**src/rtl/relu_pool_pkg.sv**
```systemverilog
// Shared widths, packet helpers and FSM state encoding for the ReLU/max-pool output stage.
package relu_pool_pkg;
    localparam int NODE_W  = 5;
    localparam int PKT_W   = 20;
    localparam int PW      = PKT_W - 2 * NODE_W;
    localparam int SUM_LSB = 0;
    localparam int DST_LSB = PW;
    localparam int SRC_LSB = PW + NODE_W;

    typedef enum logic [1:0] {IDLE, RUN, DRAIN, DONE} state_t;

    function automatic logic [PKT_W-1:0] pack_pkt(input logic [NODE_W-1:0] src,
                                                  input logic [NODE_W-1:0] dst,
                                                  input logic [PW-1:0]     val);
        return {src, dst, val};
    endfunction

    // Routing header is not needed downstream of the adder node.
    function automatic logic signed [PW-1:0] unpack_sum(input logic [PKT_W-1:0] pkt);
        logic [2*NODE_W-1:0] hdr_unused;
        hdr_unused = pkt[DST_LSB +: 2*NODE_W];
        return pkt[SUM_LSB +: PW];
    endfunction

    function automatic logic [PW-1:0] umax(input logic [PW-1:0] a, input logic [PW-1:0] b);
        return (a > b) ? a : b;
    endfunction
endpackage

```
**src/rtl/relu_pool_out_line_buf.sv**
```systemverilog
// Pooling line buffer: holds the row-pair maxima of the even row, one entry per column pair.
module pool_line_buf #(
    parameter int DEPTH = 8,
    parameter int AW    = 3,
    parameter int PW    = 10
) (
    input  logic          clk,
    input  logic          i_we,
    input  logic [AW-1:0] i_addr,
    input  logic [PW-1:0] i_wdata,
    output logic [PW-1:0] o_rdata
);
    logic [PW-1:0] r_mem [DEPTH];

    always_ff @(posedge clk) begin
        if (i_we) begin
            r_mem[i_addr] <= i_wdata;
        end
    end

    assign o_rdata = r_mem[i_addr];
endmodule

```
**src/rtl/relu_pool_out.sv**
```systemverilog
// ReLU + 2x2/stride-2 max pooling of raster-ordered sums; emits pooled packets to the output memory node.
//   state | meaning
//   IDLE  | waiting for a layer configuration
//   RUN   | accepting raster sums, pooling
//   DRAIN | last sum taken, waiting for the output register to empty
//   DONE  | one-cycle end-of-layer pulse
module relu_pool_out
    import relu_pool_pkg::*;
#(
    parameter int              WIDTH      = 5,
    parameter int              DATA_WIDTH = 20,
    parameter int              MAX_W      = 16,
    parameter logic [WIDTH-1:0] NODE_INDEX = 5'd0,
    parameter logic [WIDTH-1:0] MEM_INDEX  = 5'd1
) (
    input  logic                        clk,
    input  logic                        rst,
    input  logic                        cfg_valid,
    output logic                        cfg_ready,
    input  logic [$clog2(MAX_W):0]      cfg_w,
    input  logic [$clog2(MAX_W):0]      cfg_h,
    input  logic                        in_valid,
    output logic                        in_ready,
    input  logic [DATA_WIDTH-1:0]       in_data,
    output logic                        out_valid,
    input  logic                        out_ready,
    output logic [DATA_WIDTH-1:0]       out_data,
    output logic                        done
);
    localparam int CW = $clog2(MAX_W) + 1;
    localparam int AW = $clog2(MAX_W / 2);

    state_t                r_state, w_state_nxt;
    logic [CW-1:0]         r_w, r_h, r_col, r_row;
    logic [PW-1:0]         r_hold;
    logic                  r_out_valid;
    logic [DATA_WIDTH-1:0] r_out_data;

    logic                  w_cfg_hs, w_cfg_ok, w_in_hs, w_in_win, w_col_wrap, w_last;
    logic                  w_lb_we, w_load;
    logic signed [PW-1:0]  w_sum;
    logic [PW-1:0]         w_relu, w_lb_rd, w_pair;
    logic [CW-1:0]         w_w_even, w_h_even;

    assign cfg_ready = (r_state == IDLE);
    assign in_ready  = (r_state == RUN) && (!r_out_valid || out_ready);
    assign out_valid = r_out_valid;
    assign out_data  = r_out_data;
    assign done      = (r_state == DONE);

    assign w_cfg_hs = cfg_valid && cfg_ready;
    assign w_cfg_ok = (cfg_w >= CW'(2)) && (cfg_h >= CW'(2)) &&
                      (cfg_w <= CW'(MAX_W)) && (cfg_h <= CW'(MAX_W));
    assign w_in_hs  = in_valid && in_ready;

    assign w_sum  = unpack_sum(in_data);
    assign w_relu = w_sum[PW-1] ? '0 : $unsigned(w_sum);

    // Odd trailing row/column falls outside the window and is only consumed.
    assign w_w_even   = {r_w[CW-1:1], 1'b0};
    assign w_h_even   = {r_h[CW-1:1], 1'b0};
    assign w_in_win   = (r_col < w_w_even) && (r_row < w_h_even);
    assign w_col_wrap = (r_col == r_w - CW'(1));
    assign w_last     = w_col_wrap && (r_row == r_h - CW'(1));

    assign w_pair  = umax(r_hold, w_relu);
    assign w_lb_we = w_in_hs && w_in_win && !r_row[0] && r_col[0];
    assign w_load  = w_in_hs && w_in_win && r_row[0] && r_col[0];

    pool_line_buf #(.DEPTH(MAX_W / 2), .AW(AW), .PW(PW)) u_line_buf (
        .clk    (clk),
        .i_we   (w_lb_we),
        .i_addr (r_col[AW:1]),
        .i_wdata(w_pair),
        .o_rdata(w_lb_rd)
    );

    always_ff @(posedge clk) begin
        if (rst) begin
            r_state <= IDLE;
        end else begin
            r_state <= w_state_nxt;
        end
    end

    always_comb begin
        w_state_nxt = r_state;
        case (r_state)
            IDLE:    if (w_cfg_hs) w_state_nxt = w_cfg_ok ? RUN : DONE;
            RUN:     if (w_in_hs && w_last) w_state_nxt = DRAIN;
            DRAIN:   if (!r_out_valid) w_state_nxt = DONE;
            DONE:    w_state_nxt = IDLE;
            default: w_state_nxt = IDLE;
        endcase
    end

    always_ff @(posedge clk) begin
        if (rst) begin
            r_w         <= '0;
            r_h         <= '0;
            r_col       <= '0;
            r_row       <= '0;
            r_hold      <= '0;
            r_out_valid <= 1'b0;
            r_out_data  <= '0;
        end else begin
            if (w_cfg_hs) begin
                r_w   <= cfg_w;
                r_h   <= cfg_h;
                r_col <= '0;
                r_row <= '0;
            end
            if (w_in_hs) begin
                if (w_col_wrap) begin
                    r_col <= '0;
                    r_row <= r_row + CW'(1);
                end else begin
                    r_col <= r_col + CW'(1);
                end
                if (w_in_win && !r_col[0]) begin
                    r_hold <= r_row[0] ? umax(w_lb_rd, w_relu) : w_relu;
                end
            end
            if (w_load) begin
                r_out_valid <= 1'b1;
                r_out_data  <= pack_pkt(NODE_INDEX, MEM_INDEX, w_pair);
            end else if (out_ready) begin
                r_out_valid <= 1'b0;
            end
        end
    end
endmodule
```
**config.mk**
```make
export PLATFORM = sky130hd
export DESIGN_NAME = relu_pool_out
export DESIGN_NICKNAME = d
export VERILOG_FILES = /design/src/rtl/relu_pool_pkg.sv /design/src/rtl/relu_pool_out_line_buf.sv /design/src/rtl/relu_pool_out.sv
export SDC_FILE = /design/constraint.sdc
export NUM_CORES = 1
export LEC_CHECK = 0
export ABC_AREA = 1
export CAP_MARGIN = 20
export CORE_UTILIZATION = 50
export CTS_BUF_LIST = sky130_fd_sc_hd__clkbuf_2
export DETAILED_ROUTE_END_ITERATION = 6
export PLACE_DENSITY = 0.68
export SYNTH_ARGS = -nofsm -noshare
export SYNTH_HDL_FRONTEND = slang
export SYNTH_SLANG_ARGS = --single-unit
```
**constraint.sdc**
```tcl
create_clock -name clk -period 3.55 [get_ports clk]
set_input_delay 0.355 -clock clk [delete_from_list [all_inputs] [get_ports clk]]
set_output_delay 0.355 -clock clk [all_outputs]
set_load 0.1 [all_outputs]
```
# --- Word level (Yosys, flattened, before mapping) ---
# Memory sizes are Yosys's and may differ from the RTL's. A register that Yosys moved wholly into a read port is not among the register bits.
# Cells that the tools add are included.
word_totals:
  ff_bits: 44
  ram_bits: 80
  input_bits: 35
  mem_count: 1
memory_table:
  columns: ["name", "words", "width", "rd", "rd_ports_with_merged_regs", "write_ports", "line", "source"]
  rows:
  - ["u_line_buf.r_mem", 8, 10, 1, 1, 1, "relu_pool_out_line_buf.sv:13", "logic [PW-1:0] r_mem [DEPTH];"]
classes:
  addsub: 4
  n_lt_le_gt_ge: 8
  eq_ne: 8
  muxes: 21
  reduce_logical: 24
ops:
  columns: ["op", "n"]
  rows:
  - ["$mux 10", 3]
  - ["$mux 5", 6]
  - ["$gt 10x9->1", 2]
  - ["$logic_and 1x1->1", 15]
  - ["$add 5x1->5 const B", 2]
  - ["$eq 5x5->1", 2]
  - ["$ge 5x2->1 const B", 2]
  - ["$le 5x5->1 const B", 2]
  - ["$lt 5x5->1", 2]
  - ["$sub 5x1->5 const B", 2]
  - ["$mux 9", 1]
  - ["$mux 2", 4]
  - ["$pmux 2 s4", 1]
  - ["$mux 3", 2]
  - ["$eq 2x2->1 const B", 2]
  - ["$mux 1", 4]
  - ["$ne 2x1->1 const B", 2]
  - ["$reduce_bool 2->1", 2]
  - ["$logic_not 1->1", 3]
  - ["$reduce_and 3->1", 1]
  - ["$eq 2x1->1 const B", 1]
  - ["$logic_not 2->1", 1]
  - ["$ne 2x2->1 const B", 1]
  - ["$reduce_and 2->1", 1]
  - ["$logic_or 1x1->1", 1]

# --- Depth between registers and ports, before layout ---
# Gate-level depths: netlist of run 1.
depth:
  ltp_word: 9
  mapped_depth: 22

# --- Cells and area by module ---
# Synthesis of run 1 repeated with hierarchy kept, for this count alone.
hier_totals:
  cells_unflattened: 866
  hier_area_um2: 6881.6
modules_own_cells:
  columns: ["module", "n_inst", "cells_each", "area_per_inst_um2"]
  rows:
  - ["pool_line_buf", 1, 339, 3472.1]
  - ["relu_pool_out", 1, 527, 3409.5]

# --- Least setup slack after synthesis of run 1 ---
# Ideal clock, no wire load.
synth_timing:
  path_kind: "reg-to-reg"
  from: "reg r_out_valid, in the netlist out_valid"
  to: "mem u_line_buf.r_mem[0][0], enable pin"
  setup_time_ns: 0.390
  t_arrival_ns: 3.024
  required_time_ns: 3.160
  path_slack_ns: 0.136
  stages_incl_launch_ff: 7
  n_path_buf: 0
  synth_period_minus_slack_ns: 3.414
  path_cell_list: "dfxtp_1 > nand2_1 > and2_1 > nand2_1 > inv_1 > nand4_1 > nor3_1"
synth_between:
  elab_chain_len: 9
synth_rtl:
  columns: ["item", "line", "source"]
  rows:
  - ["from (decl)", "relu_pool_out.sv:36", "logic r_out_valid;"]
  - ["from (signal assigned)", "relu_pool_out.sv:104", "r_out_valid <= 1'b0;"]
  - ["from (signal assigned)", "relu_pool_out.sv:125", "r_out_valid <= 1'b1;"]
  - ["from (signal assigned)", "relu_pool_out.sv:128", "r_out_valid <= 1'b0;"]
  - ["$logic_not 1->1", null, null]
  - ["$logic_or 1x1->1", "relu_pool_out.sv:46", "assign in_ready = (r_state == RUN) && (!r_out_valid || out_ready);"]
  - ["$logic_and 1x1->1", "relu_pool_out.sv:46", null]
  - ["named net in_ready", "relu_pool_out.sv:23", "output logic in_ready,"]
  - ["$logic_and 1x1->1", "relu_pool_out.sv:54", "assign w_in_hs = in_valid && in_ready;"]
  - ["$logic_and 1x1->1 (3 in a row)", "relu_pool_out.sv:67", "assign w_lb_we = w_in_hs && w_in_win && !r_row[0] && r_col[0];"]
  - ["$mux 1", "relu_pool_out_line_buf.sv:16", "if (i_we) begin"]
  - ["$mux 1 (implied by the code)", "relu_pool_out_line_buf.sv:17", "r_mem[i_addr] <= i_wdata;"]
  - ["to (decl)", "relu_pool_out_line_buf.sv:13", null]
# The timed path passes the listed nets, and every way through them passes these cells.

==> metrics.txt, run 1 <==
outcome=finished clean; number of flops mapped to enable cells by yosys=80; Crit. End Element=flip-flop; WHS Endpoint=out_valid; predominant post-synthesis flop cell=edfxtp_1; Leak=2.868 nW; largest net degree at the start of global routing=36; worst flop-to-flop path endpoint=r_hold[7]; Hold Slack=0.2834 ns; Resized Gates After CTS=0; routability cong.=0.9090; Worst slew margin=0.3184; Synth top area share=0.3819; Final Hold Viols=0; most frequent cells in the layout=nor2_1, nand2_1, edfxtp_1; Nets=802; critical path arrival=3.63 ns; Cell variety after synth=41; R2R Setup Slk=0.55 ns; vias in the first global route=4641; # fillers=1068; DRC errors left=0; Syn. warnings=0; hold depth=4; Sink Count=127; Clock Skew=0.03132 ns; Routed wire per std cell=15.69 um; share of post-route cells with drive strength above 1=0.09759; worst vdd ir=0.4960 mV; gr usage total=0.2327; cell count after synthesis=684; RSZ-0062 raised after global routing=no; Avg Cell Area, Syn=9.196 um2; Port Buffers=39; Vias/cell=5.361; Die ar.=0.01303 mm2; DR vias=4911; Clock Path Buffers=2; Die X=114.2 um; Final Util=0.5814; drt pass-1 iters=5; cell accounting for the most synthesized area=edfxtp_1; Max Clk Rate=333.2 MHz; CTS tree=done; crit share post-route=0.8453; sequential cell area fraction in the yosys report=0.5315; top cells by area, synth=edfxtp_1, dfxtp_1, ha_1; CTS H-Tree Depth=4; hold_buf cts=0; PD cells=515.5 mW/mm2; Final Slew Violations=0; Synth Register Bits=127; most common cell after layout, fill and taps aside=nor2_1; P&R area growth vs syn=12.41%; Die H=114.2 um; Max FO, Critical Path=18; CTS clk-pin slew, worst paths=0.20 ns; critical path launch point type=flip-flop; GRT overflow=0; row count=40; hold_sp=out_ready; Num CTS Buffers=17; # Max-Cap Violations=0; Setup Buffers After CTS=0; final setup vio count=0; ANT nets after route=0; first-pass GRT wire length=22760 um; Hold Path Class=in -> reg; Post-synth ARST share=0; ant diodes=0; Initial Utilization=0.5172; clock root buffer=clkbuf_2; initial antenna violation count=0; drt total wl=14370 um; violation count after the first detailed-route iteration=378; Least-Margin Pin Slew=1.019 ns; Synth Cell Area=0.006290 mm2; Final Critical Period=3.001 ns; clk_lat worst skew=0.71 ns; num ports=59; critical path class=reg -> reg; hpwl dp=9837 um; area of the core=0.01216 mm2; setup_tns=0 ns; Worst Path Required=4.17 ns; reg2reg path depth=15
## per-layer routing
metal,part of all wire,vias to the layer above,global-route usage
li1,-,2427,-
met1,0.43,2321,0.2958
met2,0.49,139,0.3879
met3,0.058,24,0.05188
met4,0.021,0,0.08918
met5,0,-,0
## metrics by stage
stage	power, mW	setup slack (ns)	instances	cell area (um2)
after floorplan	2.567	0.1358	692	6320
after detailed placement	2.862	0.4089	884	6862
after global placement	2.821	0.5025	884	6862
after CTS	3.657	0.5115	916	7071
after global routing	3.839	0.1870	916	7071
final	3.645	0.5492	916	7071
## worst max path at each step
stage / cells after the start / slack (ns) / startpoint / to
finish: 15 / 0.55 / flip-flop / r_hold[7]
floorplan: 6 / 0.14 / out_valid / u_line_buf.r_mem[0][0]
global placement: 12 / 0.50 / in_data[9] / u_line_buf.r_mem[6][0]
CTS: 3 / 0.51 / r_state[0] / cfg_ready
global route: 19 / 0.19 / flip-flop / r_hold[7]
detailed placement: 12 / 0.41 / in_data[9] / u_line_buf.r_mem[5][0]
## cell families after synthesis
logic type | synth area share
compound gates | 0.1396
fa+ha+maj | 0.06366
xor+xnor | 0.02089
buf+inv | 0.07559
simple gates | 0.1681
flops | 0.5315
other cells | 0.0005962
## area by class of cell
class                   count  area, um2  share of cell area
clock inverters            14      118.9             0.01681
multi-input cells         463       2501              0.3537
flip-flops and latches    127       3343              0.4728
repair buffers             63      568.0             0.08034
well taps                 168      210.2             0.02973
clock buffers              18      90.09             0.01274
inverters                  63      239.0             0.03380
## cells in the mapped netlist (2+ instances only)
master	count
nand4_1	5
nor3_1	10
buf_4	12
o21ai_0	79
o22ai_1	9
nand3_1	30
a21oi_2	2
o221ai_1	9
buf_6	4
inv_1	61
ha_1	32
edfxtp_1	80
a21oi_1	47
o21ai_1	7
xor2_1	9
nor2_2	6
clkbuf_1	10
dfxtp_1	47
nand2_2	3
buf_2	11
nand2_1	85
a211oi_1	2
nor2_1	101
xnor2_1	6
## where the power goes
group / leakage [nW] / switching (mW) / internal, mW / total (mW)
Clock: 0.125 / 0.551 / 0.252 / 0.802
Sequential: 1.11 / 0.0580 / 1.75 / 1.80
Combinational: 1.63 / 0.707 / 0.331 / 1.04
Total: 2.87 / 1.32 / 2.33 / 3.64
## state kept, by name, summed over array words and instances, names as in the netlist, named ones only
signal	flops
r_w	5
out_data	11
r_col	5
out_valid	1
u_line_buf.r_mem	80
r_state	2
r_row	5
r_h	5
r_hold	10
## critical path, cell delays in order, from the launching register on
cell and delay (ns):
dfxtp_1 0.42, inv_2 0.15, buf_4 0.22, o21ai_0 0.17, o22ai_1 0.09, o21ai_0 0.51, inv_1 0.10, ha_1 0.32
nand3_1 0.08, nor2_1 0.04, a21oi_1 0.16, nand2_2 0.26, nand3_1 0.15, nand2_1 0.06, nor2_1 0.13, nor2_1 0.06
Power figures use the tool's default switching activity.
==> run 2, diff against run 1 <==
--- a/config.mk
+++ b/config.mk
@@ -10,7 +10,7 @@
 export CORE_UTILIZATION = 50
 export CTS_BUF_LIST = sky130_fd_sc_hd__clkbuf_2
 export DETAILED_ROUTE_END_ITERATION = 6
-export PLACE_DENSITY = 0.68
+export PLACE_DENSITY = 0.71
 export SYNTH_ARGS = -nofsm -noshare
 export SYNTH_HDL_FRONTEND = slang
 export SYNTH_SLANG_ARGS = --single-unit
==> constraint.sdc (replaced) <==
create_clock -name clk -period 2.7 [get_ports clk]
set_input_delay 0.27 -clock clk [delete_from_list [all_inputs] [get_ports clk]]
set_output_delay 0.27 -clock clk [all_outputs]
set_load 0.1 [all_outputs]
==> metrics.txt, run 2 (same netlist as run 1, synthesis figures left out) <==
Max FO, Critical Path=9 (-9); Reg with most FFs=u_line_buf.r_mem; max reg flops=80 (unchanged); placed inst area=0.007118 mm2 (+3.7%); clock root buffer=clkbuf_2; Final Slew Violations=0 (unchanged); fin area=0.007670 mm2 (+8.5%); # fillers=995 (-6.8%); CTS clk-pin slew, worst paths=0.20 ns (about the same); critical path arrival=3.22 ns (-0.41 ns); placed cell count=903 (+2.1%); num ports=59 (unchanged); routability cong.=0.8750 (-3.7%); fin cells=948 (+3.5%); critical path class=reg -> reg; Port Buffers=39 (unchanged); setup_tns=0 ns (unchanged); hold depth=3 (-1); Nets=833 (+3.9%); Num CTS Buffers=17 (unchanged); Place WS=-0.2555 ns (-0.6645 ns); critical path launch point type=flip-flop; outcome=finished clean; Routed wire per std cell=16.42 um (+4.7%); ANT nets after route=0 (unchanged); Crit. End Element=flip-flop; most frequent cells in the layout=nor2_1, nand2_1, edfxtp_1; Leak=3.194 nW (+11%); Sink Count=127 (unchanged); P&R area growth vs syn=21.94%; first-pass GRT wire length=23780 um (+4.5%); Final Hold Viols=0 (unchanged); Max Clk Rate=383.5 MHz (+15%); clk_lat worst skew=0.69 ns (-0.02 ns); violation count after the first detailed-route iteration=436 (+15%); Die ar.=0.01303 mm2 (unchanged); Clock Skew=0.03318 ns (+0.001861 ns); hpwl dp=10120 um (+2.9%); Vias/cell=5.457 (+1.8%); row count=40 (unchanged); Least-Margin Pin Slew=0.8561 ns (-0.1630 ns); gr usage total=0.2422 (+0.009540); hold_buf cts=0 (unchanged); most common cell after layout, fill and taps aside=nor2_1; share of post-route cells with drive strength above 1=0.2080 (+0.1104); Worst Path Required=3.32 ns (-0.85 ns); DRC errors left=0 (unchanged); initial antenna violation count=1 (+1); PD cells=647.8 mW/mm2 (+26%); Initial Utilization=0.5172 (unchanged); GRT overflow=0 (unchanged); drt pass-1 iters=5 (unchanged); setup slack after layout=0.09221 ns (-0.4570 ns); worst vdd ir=0.5672 mV (+14%); CTS H-Tree Depth=4 (unchanged); Die X=114.2 um (unchanged); Hold Path Class=in -> reg; DR vias=5173 (+5.3%); reg2reg path depth=18 (+3); largest net degree at the start of global routing=34 (-5.6%); Final Critical Period=2.608 ns (-0.3930 ns); # Max-Cap Violations=0 (unchanged); CTS tree=done; area of the core=0.01216 mm2 (unchanged); drt total wl=15560 um (+8.3%); final setup vio count=0 (unchanged); Die H=114.2 um (unchanged); Final Util=0.6307 (+0.04928); vias in the first global route=4881 (+5.2%); Worst slew margin=0.4293 (+0.1108); crit share post-route=0.9658 (+0.1205); Clock Path Buffers=2 (unchanged)
run 2: through the flow:
| step | hold WS (ns) | total power, mW |
|---|---|---|
| 3_5_place_dp | 0.4633 | 3.743 |
| 6_report | 0.2235 | 4.969 |
| 5_1_grt | 0.1700 | 5.202 |
| 4_1_cts | 0.1880 | 4.944 |
| 3_3_place_gp | 0.4525 | 3.698 |
| 2_1_floorplan | 0.4466 | 3.384 |
run 2: path summary, 6_finish.rpt:
kind	startpoint	slack, ns	endpoint
setup reg to reg	flip-flop	0.09	r_hold[6]
hold reg to reg	out_data[10]	0.50	out_data[10]
setup / recovery	flip-flop	0.09	r_hold[6]
hold / removal	cfg_w[2]	0.22	r_w[2]
run 2: power breakdown:
group	switching [mW]	internal, mW
logic	0.937	0.442
clock network	0.694	0.519
registers	0.0793	2.30
run 2: timing repair:
action,CTS,global route
pin swaps,2,15
setup endpoints to repair,9,9
gates cloned,2,2
buffers inserted,1,8
resized for setup,12,51
run 2: final cells by class:
cell class	instances	area, um2	area share
Antenna cell	1	2.502	0.0003263
Clock buffer	20	100.1	0.01305
Clock inverter	12	143.9	0.01876
Inverter	63	245.2	0.03197
Multi-Input combinational cell	465	2770	0.3612
Sequential cell	127	3356	0.4375
Tap cell	168	210.2	0.02741
Timing Repair Buffer	92	842.1	0.1098
run 2: metal layers:
| layer | track usage | vias to the layer above | share of wire |
|---|---|---|---|
| met5 | 0 | - | 0 |
| met3 | 0.05982 | 43 | 0.064 |
| met1 | 0.2910 | 2407 | 0.41 |
| met2 | 0.4113 | 234 | 0.50 |
| met4 | 0.1100 | 0 | 0.033 |
| li1 | - | 2489 | - |
run 2: critical path: stages (launching register included):
cell     delay, ns
dfxtp_4       0.42
inv_4         0.07
buf_12        0.15
buf_6         0.14
o21ai_0       0.20
o22ai_1       0.10
o21ai_1       0.12
buf_4         0.14
inv_1         0.04
ha_1          0.32
nand3_1       0.09
nor2_1        0.05
a21oi_2       0.14
buf_6         0.16
nand2_4       0.09
nand3_2       0.07
nand2_1       0.07
nor2_2        0.13
nor2_1        0.05
==> run 3, diff against run 2 <==
--- a/config.mk
+++ b/config.mk
@@ -10,6 +10,7 @@
 export CORE_UTILIZATION = 50
 export CTS_BUF_LIST = sky130_fd_sc_hd__clkbuf_2
 export DETAILED_ROUTE_END_ITERATION = 6
+export GPL_ROUTABILITY_DRIVEN = 0
 export PLACE_DENSITY = 0.71
 export SYNTH_ARGS = -nofsm -noshare
 export SYNTH_HDL_FRONTEND = slang
==> results of run 3 <==
Same layout as run 2: the final DEF is identical, and so are final timing and power.
